<file path="src/rtl/pipelined_alu_mc.sv">
// pipelined_alu_mc: multi-cycle ALU with valid/ready on both sides.
// Single-cycle ops (AND/OR/ADD/SUB/SLT/NOR/reserved) register their result
// on the accept edge. MUL runs an iterative shift-add over WIDTH cycles.
// Result and flags are held stable in DONE until the consumer takes them.
module pipelined_alu_mc #(
  parameter int WIDTH = 32,
  parameter int CNT_W = 6
) (
  input  logic             clk,
  input  logic             rst_n,
  input  logic             i_in_valid,
  output logic             o_in_ready,
  input  logic [WIDTH-1:0] i_a,
  input  logic [WIDTH-1:0] i_b,
  input  logic [2:0]       i_op,
  input  logic             i_carry_in,
  output logic             o_out_valid,
  input  logic             i_out_ready,
  output logic [WIDTH-1:0] o_result,
  output logic             o_carry_out,
  output logic             o_overflow,
  output logic             o_zero,
  output logic             o_negative
);

  localparam logic [2:0] OP_AND = 3'd0;
  localparam logic [2:0] OP_OR  = 3'd1;
  localparam logic [2:0] OP_ADD = 3'd2;
  localparam logic [2:0] OP_SUB = 3'd3;
  localparam logic [2:0] OP_SLT = 3'd4;
  localparam logic [2:0] OP_NOR = 3'd5;
  localparam logic [2:0] OP_MUL = 3'd6;

  typedef enum logic [1:0] {S_IDLE, S_MUL, S_DONE} state_t;

  state_t               r_state;
  state_t               w_state_next;

  logic [WIDTH-1:0]     r_result;
  logic                 r_carry;
  logic                 r_ovf;
  logic                 r_zero;
  logic                 r_neg;

  logic [WIDTH-1:0]     r_mcand;
  logic [WIDTH-1:0]     r_mplier;
  logic [2*WIDTH-1:0]   r_acc;
  logic [CNT_W-1:0]     r_cnt;

  // SUB and SLT share the a + ~b + 1 adder path; carry_in only feeds ADD.
  logic                 w_is_sub;
  logic [WIDTH-1:0]     w_b_eff;
  logic                 w_cin_eff;
  logic [WIDTH:0]       w_sum;
  logic                 w_ov;

  assign w_is_sub  = (i_op == OP_SUB) || (i_op == OP_SLT);
  assign w_b_eff   = w_is_sub ? ~i_b : i_b;
  assign w_cin_eff = (i_op == OP_ADD) ? i_carry_in : w_is_sub;
  assign w_sum     = {1'b0, i_a} + {1'b0, w_b_eff} + {{WIDTH{1'b0}}, w_cin_eff};
  assign w_ov      = (i_a[WIDTH-1] == w_b_eff[WIDTH-1]) && (w_sum[WIDTH-1] != i_a[WIDTH-1]);

  logic [WIDTH-1:0]     w_alu_res;
  logic                 w_alu_c;
  logic                 w_alu_v;

  // Single-cycle result/flag selection for everything except MUL.
  always_comb begin
    w_alu_res = '0;
    w_alu_c   = 1'b0;
    w_alu_v   = 1'b0;
    case (i_op)
      OP_AND: w_alu_res = i_a & i_b;
      OP_OR:  w_alu_res = i_a | i_b;
      OP_ADD, OP_SUB: begin
        w_alu_res = w_sum[WIDTH-1:0];
        w_alu_c   = w_sum[WIDTH];
        w_alu_v   = w_ov;
      end
      OP_SLT: w_alu_res = {{(WIDTH-1){1'b0}}, w_sum[WIDTH-1] ^ w_ov};
      OP_NOR: w_alu_res = ~(i_a | i_b);
      default: w_alu_res = '0;
    endcase
  end

  // One shift-add step: the multiplicand is shifted by the iteration index
  // rather than being shifted in place, so it stays WIDTH bits wide.
  logic [2*WIDTH-1:0]   w_addend;
  logic [2*WIDTH-1:0]   w_acc_step;
  logic                 w_last;

  assign w_addend   = {{WIDTH{1'b0}}, r_mcand} << r_cnt;
  assign w_acc_step = r_mplier[0] ? (r_acc + w_addend) : r_acc;
  assign w_last     = (r_cnt == CNT_W'(WIDTH - 1));

  // Next-state decode for IDLE -> (DONE | MUL) -> DONE -> IDLE.
  always_comb begin
    w_state_next = r_state;
    case (r_state)
      S_IDLE: if (i_in_valid) w_state_next = (i_op == OP_MUL) ? S_MUL : S_DONE;
      S_MUL:  if (w_last) w_state_next = S_DONE;
      S_DONE: if (i_out_ready) w_state_next = S_IDLE;
      default: w_state_next = S_IDLE;
    endcase
  end

  // State register.
  always_ff @(posedge clk or negedge rst_n) begin
    if (!rst_n) r_state <= S_IDLE;
    else        r_state <= w_state_next;
  end

  // Datapath: load single-cycle results on accept, iterate the multiplier,
  // and hold everything untouched while waiting in DONE.
  always_ff @(posedge clk or negedge rst_n) begin
    if (!rst_n) begin
      r_result <= '0;
      r_carry  <= 1'b0;
      r_ovf    <= 1'b0;
      r_zero   <= 1'b0;
      r_neg    <= 1'b0;
      r_mcand  <= '0;
      r_mplier <= '0;
      r_acc    <= '0;
      r_cnt    <= '0;
    end else begin
      case (r_state)
        S_IDLE: begin
          if (i_in_valid) begin
            if (i_op == OP_MUL) begin
              r_mcand  <= i_a;
              r_mplier <= i_b;
              r_acc    <= '0;
              r_cnt    <= '0;
            end else begin
              r_result <= w_alu_res;
              r_carry  <= w_alu_c;
              r_ovf    <= w_alu_v;
              r_zero   <= (w_alu_res == '0);
              r_neg    <= w_alu_res[WIDTH-1];
            end
          end
        end
        S_MUL: begin
          r_acc    <= w_acc_step;
          r_mplier <= r_mplier >> 1;
          r_cnt    <= r_cnt + 1'b1;
          if (w_last) begin
            r_result <= w_acc_step[WIDTH-1:0];
            r_carry  <= 1'b0;
            r_ovf    <= |w_acc_step[2*WIDTH-1:WIDTH];
            r_zero   <= (w_acc_step[WIDTH-1:0] == '0);
            r_neg    <= w_acc_step[WIDTH-1];
          end
        end
        default: ;
      endcase
    end
  end

  assign o_in_ready  = (r_state == S_IDLE);
  assign o_out_valid = (r_state == S_DONE);
  assign o_result    = r_result;
  assign o_carry_out = r_carry;
  assign o_overflow  = r_ovf;
  assign o_zero      = r_zero;
  assign o_negative  = r_neg;

endmodule

</file>
<file path="config.mk">
export PLATFORM = sky130hd
export DESIGN_NAME = pipelined_alu_mc
export DESIGN_NICKNAME = d
export VERILOG_FILES = /design/src/rtl/pipelined_alu_mc.sv
export SDC_FILE = /design/constraint.sdc
export NUM_CORES = 1
export LEC_CHECK = 0
export BUFFER_PORTS_ARGS = -buffer_cell sky130_fd_sc_hd__buf_2
export CORE_MARGIN = 1
export CORE_UTILIZATION = 47
export CTS_CLUSTER_SIZE = 8
export DETAILED_ROUTE_END_ITERATION = 16
export PLACE_DENSITY = 0.66
export SYNTH_ARGS = -nofsm -noshare
export SYNTH_HDL_FRONTEND = slang
export SYNTH_SLANG_ARGS = --single-unit
</file>
<file path="constraint.sdc">
create_clock -name clk -period 16 [get_ports clk]
set_clock_uncertainty 0.1 [all_clocks]
set_input_delay 0 -clock clk [delete_from_list [all_inputs] [get_ports clk]]
set_output_delay 0 -clock clk [all_outputs]
set_load 0.02 [all_outputs]
</file>
-- After elaboration in Yosys (flattened, before gate mapping)
Cells that the tools add are included.
- bits in registers: 172
- input port bits: 72
- word-level logic and storage cells: 89
- add/sub/neg operators: 4
- equal/unequal tests: 16
- shift-type cells: 1
- multiplexer cells: 40
- bitwise gates (word level): 5
- reductions and logical operators: 13
- operators with widths (operator ; count):
    32-bit 2-to-1 mux ; 6
    64-bit 2-to-1 mux ; 3
    32-bit one-hot mux with 5 select lines ; 1
    32-bit one-hot mux with 2 select lines ; 2
    64-bit one-hot mux with 2 select lines ; 1
    64-bit adder ; 1
    32-bit zero test ; 2
    32-bit NOT ; 2
    32-bit by 6-bit left shift with 64-bit output ; 1
    32-bit by 32-bit adder with 33-bit output ; 1
    33-bit by 1-bit adder with 33-bit output ; 1
    32-bit bitwise AND ; 1
    32-bit bitwise OR ; 1
    32-bit OR reduction ; 1
    1-bit 2-to-1 mux ; 15
    6-bit 2-to-1 mux ; 2
    6-bit one-hot mux with 2 select lines ; 1
    3-bit equality test, second input constant ; 3
    3-bit AND reduction ; 3
    2-bit 2-to-1 mux ; 4
    1-bit one-hot mux with 2 select lines ; 4
    6-bit by 1-bit adder with 6-bit output, second input constant ; 1
    3-bit by 2-bit equality test with 1-bit output, second input constant ; 2
    6-bit by 5-bit equality test with 1-bit output, second input constant ; 1
    other kinds (16) ; 19

-- Logic depth before layout (Yosys ltp)
Gate-level depths: netlist (run 1).
- word-level depth: 13
- gate-level depth with buffers: 26

-- Least setup slack after synthesis (run 1)
No wires, ideal clock.
- path kind: reg2reg
- start: register r_cnt[0]
- end: register r_ovf, in the netlist o_overflow
- library setup time: 0.124 ns
- arrival time: 5.444 ns
- data required time: 15.776 ns
- slack: 10.333 ns
- cell stages (with the launch flop): 22
- clock period less this slack: 5.667 ns
- cell sequence: dfrtp_1 clkbuf_1 buf_2 buf_1 mux4_2 mux2_2 o21ai_0 mux2i_1 and2_1 ha_1 a21oi_1 o21ai_1 or3_1 o22a_1 o21ai_2 a211oi_1 or3_2 a221oi_1 o2111ai_1 nor4_2 nand4_1 o31a_1
- longest elaborated chain between the ends: 6
- elaborated cells on any way between the ends: 9
- ends and longest elaborated chain (element ; line ; source):
    from (decl) ; 48 ; logic [CNT_W-1:0] r_cnt;
    from (signal assigned) ; 147 ; r_cnt <= r_cnt + 1'b1;
    32-bit by 6-bit left shift with 64-bit output ; 92 ; assign w_addend = {{WIDTH{1'b0}}, r_mcand} << r_cnt;
    64-bit adder ; 93 ; assign w_acc_step = r_mplier[0] ? (r_acc + w_addend) : r_acc;
    64-bit 2-to-1 mux ; 93 ;
    32-bit OR reduction ; 151 ; r_ovf <= |w_acc_step[2*WIDTH-1:WIDTH];
    1-bit 2-to-1 mux ; 148 ; if (w_last) begin
    1-bit one-hot mux with 2 select lines ; 127 ; case (r_state)
    to (signal assigned) ; 138 ; r_ovf <= w_alu_v;
    to (signal assigned) ; 151 ;
    to (decl) ; 41 ; logic r_ovf;
Several ways; a longest one is shown, not always the timed one. The select of a mux whose other input is x is not followed.
A chain may end at the register's enable or synchronous reset.

-- Final worst setup path (run 1)
Ends and elaborated chain as after synthesis.

==> results of run 1 <==
-- Yosys cell counts, drive strengths merged, types with 6 or more instances --
cell type  count
nor4          15
clkbuf       105
a31oi         23
or3           19
o21a          18
o22ai         27
o311ai         8
o31ai         15
a221oi         6
a21oi        220
a22o          19
inv           44
o221ai         8
o211ai        14
xnor2         72
nand3         26
mux2          30
and2          21
a32o           6
nand2        402
and4           8
mux2i         69
a21o          64
and3          44
o21bai        18
or2           12
a2111oi       10
nor3          58
nand4         40
nor2b         23
buf           41
nor2         210
nand2b        14
a211oi        26
dfrtp        171
xor2          19
mux4          20
o21ai        240
ha            95
a211o          6
-- cell families after synthesis --
| group | after synthesis |
|---|---|
| xor+xnor | 91 |
| flops | 171 |
| mux | 119 |
| buf+inv | 191 |
| simple gates | 916 |
| fa+ha+maj | 99 |
| compound gates | 773 |
-- worst paths after layout --
check | from | end | slack [ps] | depth (start not counted)
setup / recovery | r_cnt[0] | o_overflow | 9160 | 18
min in group asynchronous | rst_n | r_mplier[27] | 110 | 2
setup reg to reg | r_cnt[0] | o_overflow | 9160 | 18
max in group asynchronous | rst_n | r_acc[11] | 14190 | 3
hold / removal | i_b[28] | r_mplier[28] | 30 | 4
hold reg to reg | o_result[5] | o_result[5] | 370 | 2
-- cell type report --
cell class	instances	area, µm²	area share [%]
clock buffers	20	467	2.37
diodes	1	2.50	0.0127
multi-input cells	1998	12700	64.2
clock inverters	12	173	0.876
repair buffers	192	1340	6.77
inverters	45	169	0.857
flip-flops and latches	171	4280	21.7
well taps	504	631	3.20
-- critical path, stage by stage, from the launching register on --
cell,delay (ps)
dfrtp_2,1050
mux4_2,630
mux2_2,300
o21ai_0,470
mux2_2,320
nor2_1,70
ha_1,500
nand4_1,300
nor3_1,440
a32oi_1,170
a21oi_1,350
nor3_1,200
o2111a_1,280
a221oi_1,280
nor4b_1,330
o2111ai_1,180
nor4_2,270
nand4_1,130
o31a_1,310
-- state kept, by name (all words and copies together) (netlist names) --
name         count
r_acc           64
r_mcand         32
r_mplier        32
o_result        31
r_cnt            6
r_state          2
o_carry_out      1
o_negative       1
o_overflow       1
o_zero           1
-- per-layer routing --
| layer | track usage (%) | vias up |
|---|---|---|
| met5 | 0 | - |
| met4 | 16.4 | 12 |
| met3 | 8.08 | 182 |
| met2 | 57.2 | 879 |
| met1 | 48.7 | 8993 |
| li1 | - | 8735 |
-- placed cells by master (no fill, tap or decap), types with 44 or more instances in the layout --
| cell type | synthesis | layout |
|---|---|---|
| a21oi_1 | 217 | 215 |
| nor2_1 | 210 | 209 |
| mux2i_1 | 69 | 69 |
| buf_2 | 15 | 108 |
| and3_1 | 44 | 44 |
| nand2_1 | 401 | 401 |
| xnor2_1 | 72 | 72 |
| nor3_1 | 56 | 55 |
| dlygate4sd3_1 | 0 | 63 |
| o21ai_0 | 226 | 226 |
| ha_1 | 95 | 95 |
| a21o_1 | 62 | 60 |
| dfrtp_1 | 171 | 168 |
-- through the flow --
| step | hold WS [ps] | std cells | power, mW | utilization [%] |
|---|---|---|---|---|
| floorplan | -396 | 2360 | 2.41 | - |
| global placement | 76.6 | 2847 | 3.03 | 50.0 |
| detailed placement | 82.8 | 2847 | 3.04 | 50.0 |
| CTS | 1.33 | 2942 | 3.54 | 53.4 |
| global route | 54.5 | 2942 | 3.81 | 53.4 |
| finish | 33.9 | 2943 | 3.59 | 53.5 |
-- power groups by stage --
stage	clock (mW)	combinational (mW)	sequential [mW]
after detailed placement	0	2.26	0.782
after global routing	0.490	2.52	0.804
after global placement	0	2.25	0.782
after floorplan	0	1.69	0.722
final	0.473	2.34	0.783
after CTS	0.477	2.28	0.776
==> flow_metrics.tcl, run 1 <==
set metrics [dict create \
    core_um2 36900 \
    clockPowerShare_pct 13.2 \
    ctsHoldBuffers 63 \
    dr_total_vias 18801 \
    netlist.area_leader.share_pct 24.1 \
    cts_buffers 17 \
    p_int_mw 1.69 \
    vdd_drop_max_uv 111 \
    synth-async-reset-ratio_pct 100 \
    synth_edf_count 0 \
    cap_violations 0 \
    layout-area-overhead-vs-synth_pct 10.9 \
    min_period_ps 6840 \
    synthFlopType "dfrtp_1" \
    root_buffer "clkbuf_16" \
    design_area_um2 19700 \
    synthCells 2360 \
    fin_setup_tns_ps 0 \
    critPathRequiredTime_ps 16250 \
    fp.dieW_um 196 \
    period_share_pct 42.7 \
    hold_path_class "input pin to flop" \
    netlist_top_cells_area "dfrtp_1 24%, nand2_1 8.5%, ha_1 6.7%" \
    drtAntennaViolNets 0 \
    clock-sinks 171 \
    met1Wirelength_mm 29.8 \
    yosys_warnings 0 \
    report.final.slew_viol_count 0 \
    pwr-share-seq_pct 21.8 \
    syn_avg_cell_area_um2 7.53 \
    slew-limit-headroom_pct 20.3 \
    dp_hpwl_mm 53.4 \
    worstMarginPinSlew_ps 1200 \
    synth_nets 2530 \
    synth_top_family_by_area "compound AO/OA/AOI/OAI gates" \
    synth.distinct_cells 104 \
    clk_latency_ps 470 \
    drc 0 \
    wl_met3_mm 6.46 \
    grt-ovfl-total 0 \
    combPwrFrac_pct 65.0 \
    critPathMaxFanout 42 \
    path_class "flop to flop" \
    io_buffers 109 \
    top_layer "met5" \
    muxShareOfSynthArea_pct 8.32 \
    powerDensity_nw_per_um2 182 \
    synth-adder-area-share_pct 7.09 \
    p_switching_mw 1.91 \
    place_area_um2 18400 \
    run_status "finished clean" \
    dieArea_um2 38600 \
    max_freq_mhz 146 \
    cts_max_path_buffers 2 \
    cp-end-kind "flop" \
    via_per_inst 6.39 \
    cts_tree "done" \
    fill_cells 3571 \
    initial_core_util_pct 48.2 \
    cts_setup_buffers 0 \
    drtIter0Drc 1944 \
    cp-start-kind "flop" \
    clk_pin_slew_worst_paths_ps 70 \
    syn_area_um2 17800 \
    antenna_found_initial 10 \
    switching_share_pct 53.1 \
    grt_pass1_vias 17787 \
    met2RoutedLength_mm 31.0 \
    seq_area_frac_synth_pct 24.1 \
    grt_pass1_wl_mm 108 \
    synth_compound_area_share_pct 27.3 \
    rsz0062_at_grt "no" \
    die_y_um 196 \
    pre_cts_ws_ps 9390 \
    finalWorstSetupSlack_ps 9160 \
    grtUsageTotal_pct 36.7 \
    ctsResizeCount 0 \
    synthSimpleGateAreaFrac_pct 23.8 \
    setup_viol 0 \
    yosys.area.top_type "dfrtp_1" \
    rows 70 \
    critical_path_arrival_ps 7090 \
    ys_seq_elements 171 \
    drt_wl_total_mm 70.4 \
    p_leak_nw 8.83 \
    dr.pass1.iters 6 \
    grt_max_degree 103 \
    hold_violations 0 \
    gp_congestion 1.00 \
    routedWlPerCell_um 23.9 \
    synth_xor_area_share_pct 4.49 \
    cts-htree-levels 4 \
    nets 2595 \
    ios 110 \
    drive_gt1_share_pct 11.2 \
]
No activity file was read; power rests on OpenSTA's default activity.
==> inputs of run 2 (changes only) <==
- ABC_AREA: not set -> 1
- clock period: 16 -> 6.35 ns (I/O delays scaled with it)
==> flow_metrics.tcl, run 2 <==
set metrics [dict create \
    run_status "finished clean" \
    grt_pass1_vias 21636 \
    cts_setup_buffers 0 \
    dr_total_vias 22573 \
    pre_cts_ws_ps 1150 \
    grt-ovfl-total 0 \
    vdd_drop_max_uv 274 \
    clk_latency_ps 480 \
    regMostFlops "r_acc" \
    synth_nets 3479 \
    dieArea_um2 42100 \
    drtAntennaViolNets 0 \
    io_buffers 109 \
    critPathSlowestCell "dfrtp_1" \
    rsz0062_at_grt "no" \
    pwr-share-seq_pct 16.0 \
    dr.pass1.iters 6 \
    final_core_util_pct 53.2 \
    combPwrFrac_pct 75.2 \
    hold_ws_ps 70.9 \
    synth.distinct_cells 57 \
    top_regs "r_acc x64, r_mcand x32, r_mplier x32" \
    synth_compound_area_share_pct 16.9 \
    p_switching_mw 7.68 \
    hold_violations 0 \
    cts_tree "done" \
    slew-limit-headroom_pct 14.5 \
    path_class "flop to flop" \
    critPathRequiredTime_ps 6610 \
    switching_share_pct 60.7 \
    max_freq_mhz 188 \
    path_buf_inv 4 \
    placedCellCount 3866 \
    cpLargestDelayFamily "compound AO/OA/AOI/OAI gates" \
    synth.most_common_cell "nand2_1" \
    finalWorstSetupSlack_ps 1020 \
    final_cell_mix "1097 x nand2_1, 456 x inv_1, 278 x nor2_1" \
    ys_seq_elements 171 \
    initial_core_util_pct 47.6 \
    grt_pass1_wl_mm 124 \
    cp-end-kind "flop" \
    setup_viol 0 \
    fin_setup_tns_ps 0 \
    powerDensity_nw_per_um2 584 \
    synth-async-reset-ratio_pct 100 \
    syn_avg_cell_area_um2 5.87 \
    critPathMaxFanout 23 \
    grt_max_degree 95 \
    netlist.area_leader.share_pct 22.0 \
    hold_path_class "input pin to flop" \
    dp_hpwl_mm 66.9 \
    drtIter0Drc 2336 \
    power_mw 12.7 \
    fin_cells 3971 \
    drc 0 \
    yosys.area.top_type "dfrtp_1" \
    p_int_mw 4.98 \
    period_share_pct 83.9 \
    drive_gt1_share_pct 9.25 \
    synthSimpleGateAreaFrac_pct 39.6 \
    root_buffer "clkbuf_16" \
    via_per_inst 5.68 \
    report.final.slew_viol_count 0 \
    muxShareOfSynthArea_pct 0.155 \
    synthCells 3309 \
    worstMarginPinSlew_ps 1280 \
    synth_edf_count 0 \
    grtUsageTotal_pct 39.2 \
    cap_violations 0 \
    min_period_ps 5330 \
    ios 110 \
    yosys_warnings 0 \
    cp-start-kind "flop" \
    syn_area_um2 19400 \
    p_leak_nw 11.5 \
    seq_area_frac_synth_pct 22.0 \
    netlist_top_cells_area "dfrtp_1 22%, nand2_1 21%, inv_1 8.9%" \
    final_common_cell "nand2_1" \
    cts-htree-levels 4 \
    fp.dieW_um 205 \
    synth_common_cells "1097 x nand2_1, 459 x inv_1, 278 x nor2_1, 226 x nand3_1, 204 x o21ai_0" \
    layout-area-overhead-vs-synth_pct 11.8 \
    critical_path_arrival_ps 5580 \
    clock-sinks 171 \
    rows 74 \
    routedWlPerCell_um 20.6 \
    antenna_found_initial 2 \
    drt_wl_total_mm 82.0 \
    clk_pin_slew_worst_paths_ps 80 \
    largest_reg_flops 64 \
    synthFlopType "dfrtp_1" \
    gp_congestion 1.11 \
    synth_xor_area_share_pct 2.75 \
    cts_max_path_buffers 2 \
    cpPeakStageDelay_ps 720 \
    synth-adder-area-share_pct 6.43 \
    die_y_um 205 \
    synth_top_family_by_area "simple AND/OR/NAND/NOR gates" \
    place_area_um2 20400 \
    design_area_um2 21700 \
    core_um2 40700 \
    nets 3595 \
    ctsResizeCount 0 \
    cts_buffers 17 \
    crit_path_frequent_cell "nand2_1" \
    clockPowerShare_pct 8.8 \
]
-- run 2: cell count changes after synthesis, sizes merged, moves of 66 or more --
| cell | before | now |
|---|---|---|
| inv | 44 | 486 |
| a21oi | 220 | 136 |
| mux2i | 69 | 3 |
| nand3 | 26 | 240 |
| nor2 | 210 | 320 |
| nand2 | 402 | 1128 |
-- run 2: cell type report --
class	count	area, µm²
Tap cell	532	666
Multi-Input combinational cell	2534	12800
Antenna cell	1	2.50
Inverter	490	1840
Fill cell	4318	19000
Sequential cell	171	4280
Timing Repair Buffer	211	1520
Clock buffer	17	425
Clock inverter	15	168
-- run 2: routing by layer --
metal | vias up | routed length [µm] | global-route usage [%]
met5 | - | 12 | 0
met4 | 2 | 4210 | 19.3
met3 | 185 | 5990 | 6.00
met2 | 949 | 39300 | 68.4
met1 | 10525 | 32400 | 46.6
li1 | 10912 | - | -
-- run 2: power by group through the flow --
stage | sequential, mW | combinational [mW] | clock, mW
after floorplan | 1.99 | 6.30 | 0
after global placement | 2.02 | 9.15 | 0
after detailed placement | 2.03 | 9.21 | 0
after CTS | 2.02 | 9.29 | 1.11
after global routing | 2.08 | 10.4 | 1.14
final | 2.03 | 9.52 | 1.11
-- run 2: path summary, 6_finish.rpt --
check	endpoint	from	cells past startpoint	slack [ps]
worst max-delay path	o_overflow	r_cnt[1]	25	1020
worst min-delay path	o_result[15]	i_op[1]	5	70
worst max register to register	o_overflow	r_cnt[1]	25	1020
worst min register to register	o_result[2]	o_result[2]	2	400
max in group asynchronous	r_mplier[0]	rst_n	4	4580
min in group asynchronous	r_acc[59]	rst_n	4	550
-- run 2: kinds of logic after synthesis --
group                      after synthesis
xor gates and xnor gates                61
AOI/OAI and AO/OA                      557
DFF                                    171
buffers and inverters                  604
and+or+nand+nor                       1815
muxes                                    3
adders and majority gates               98
-- run 2: what timing repair did --
| action | in CTS | in global routing |
|---|---|---|
| hold buffers | 72 | 0 |
| hold endpoints to repair | 114 | 0 |
| endpoints found under the setup margin | 0 | 0 |
-- run 2: tightest hold or removal path: cells and delay by family --
kind	cells	cell delay, ps
AND/OR/NAND/NOR	3	290
buffers and inverters	1	230
AO/OA/AOI/OAI	1	70
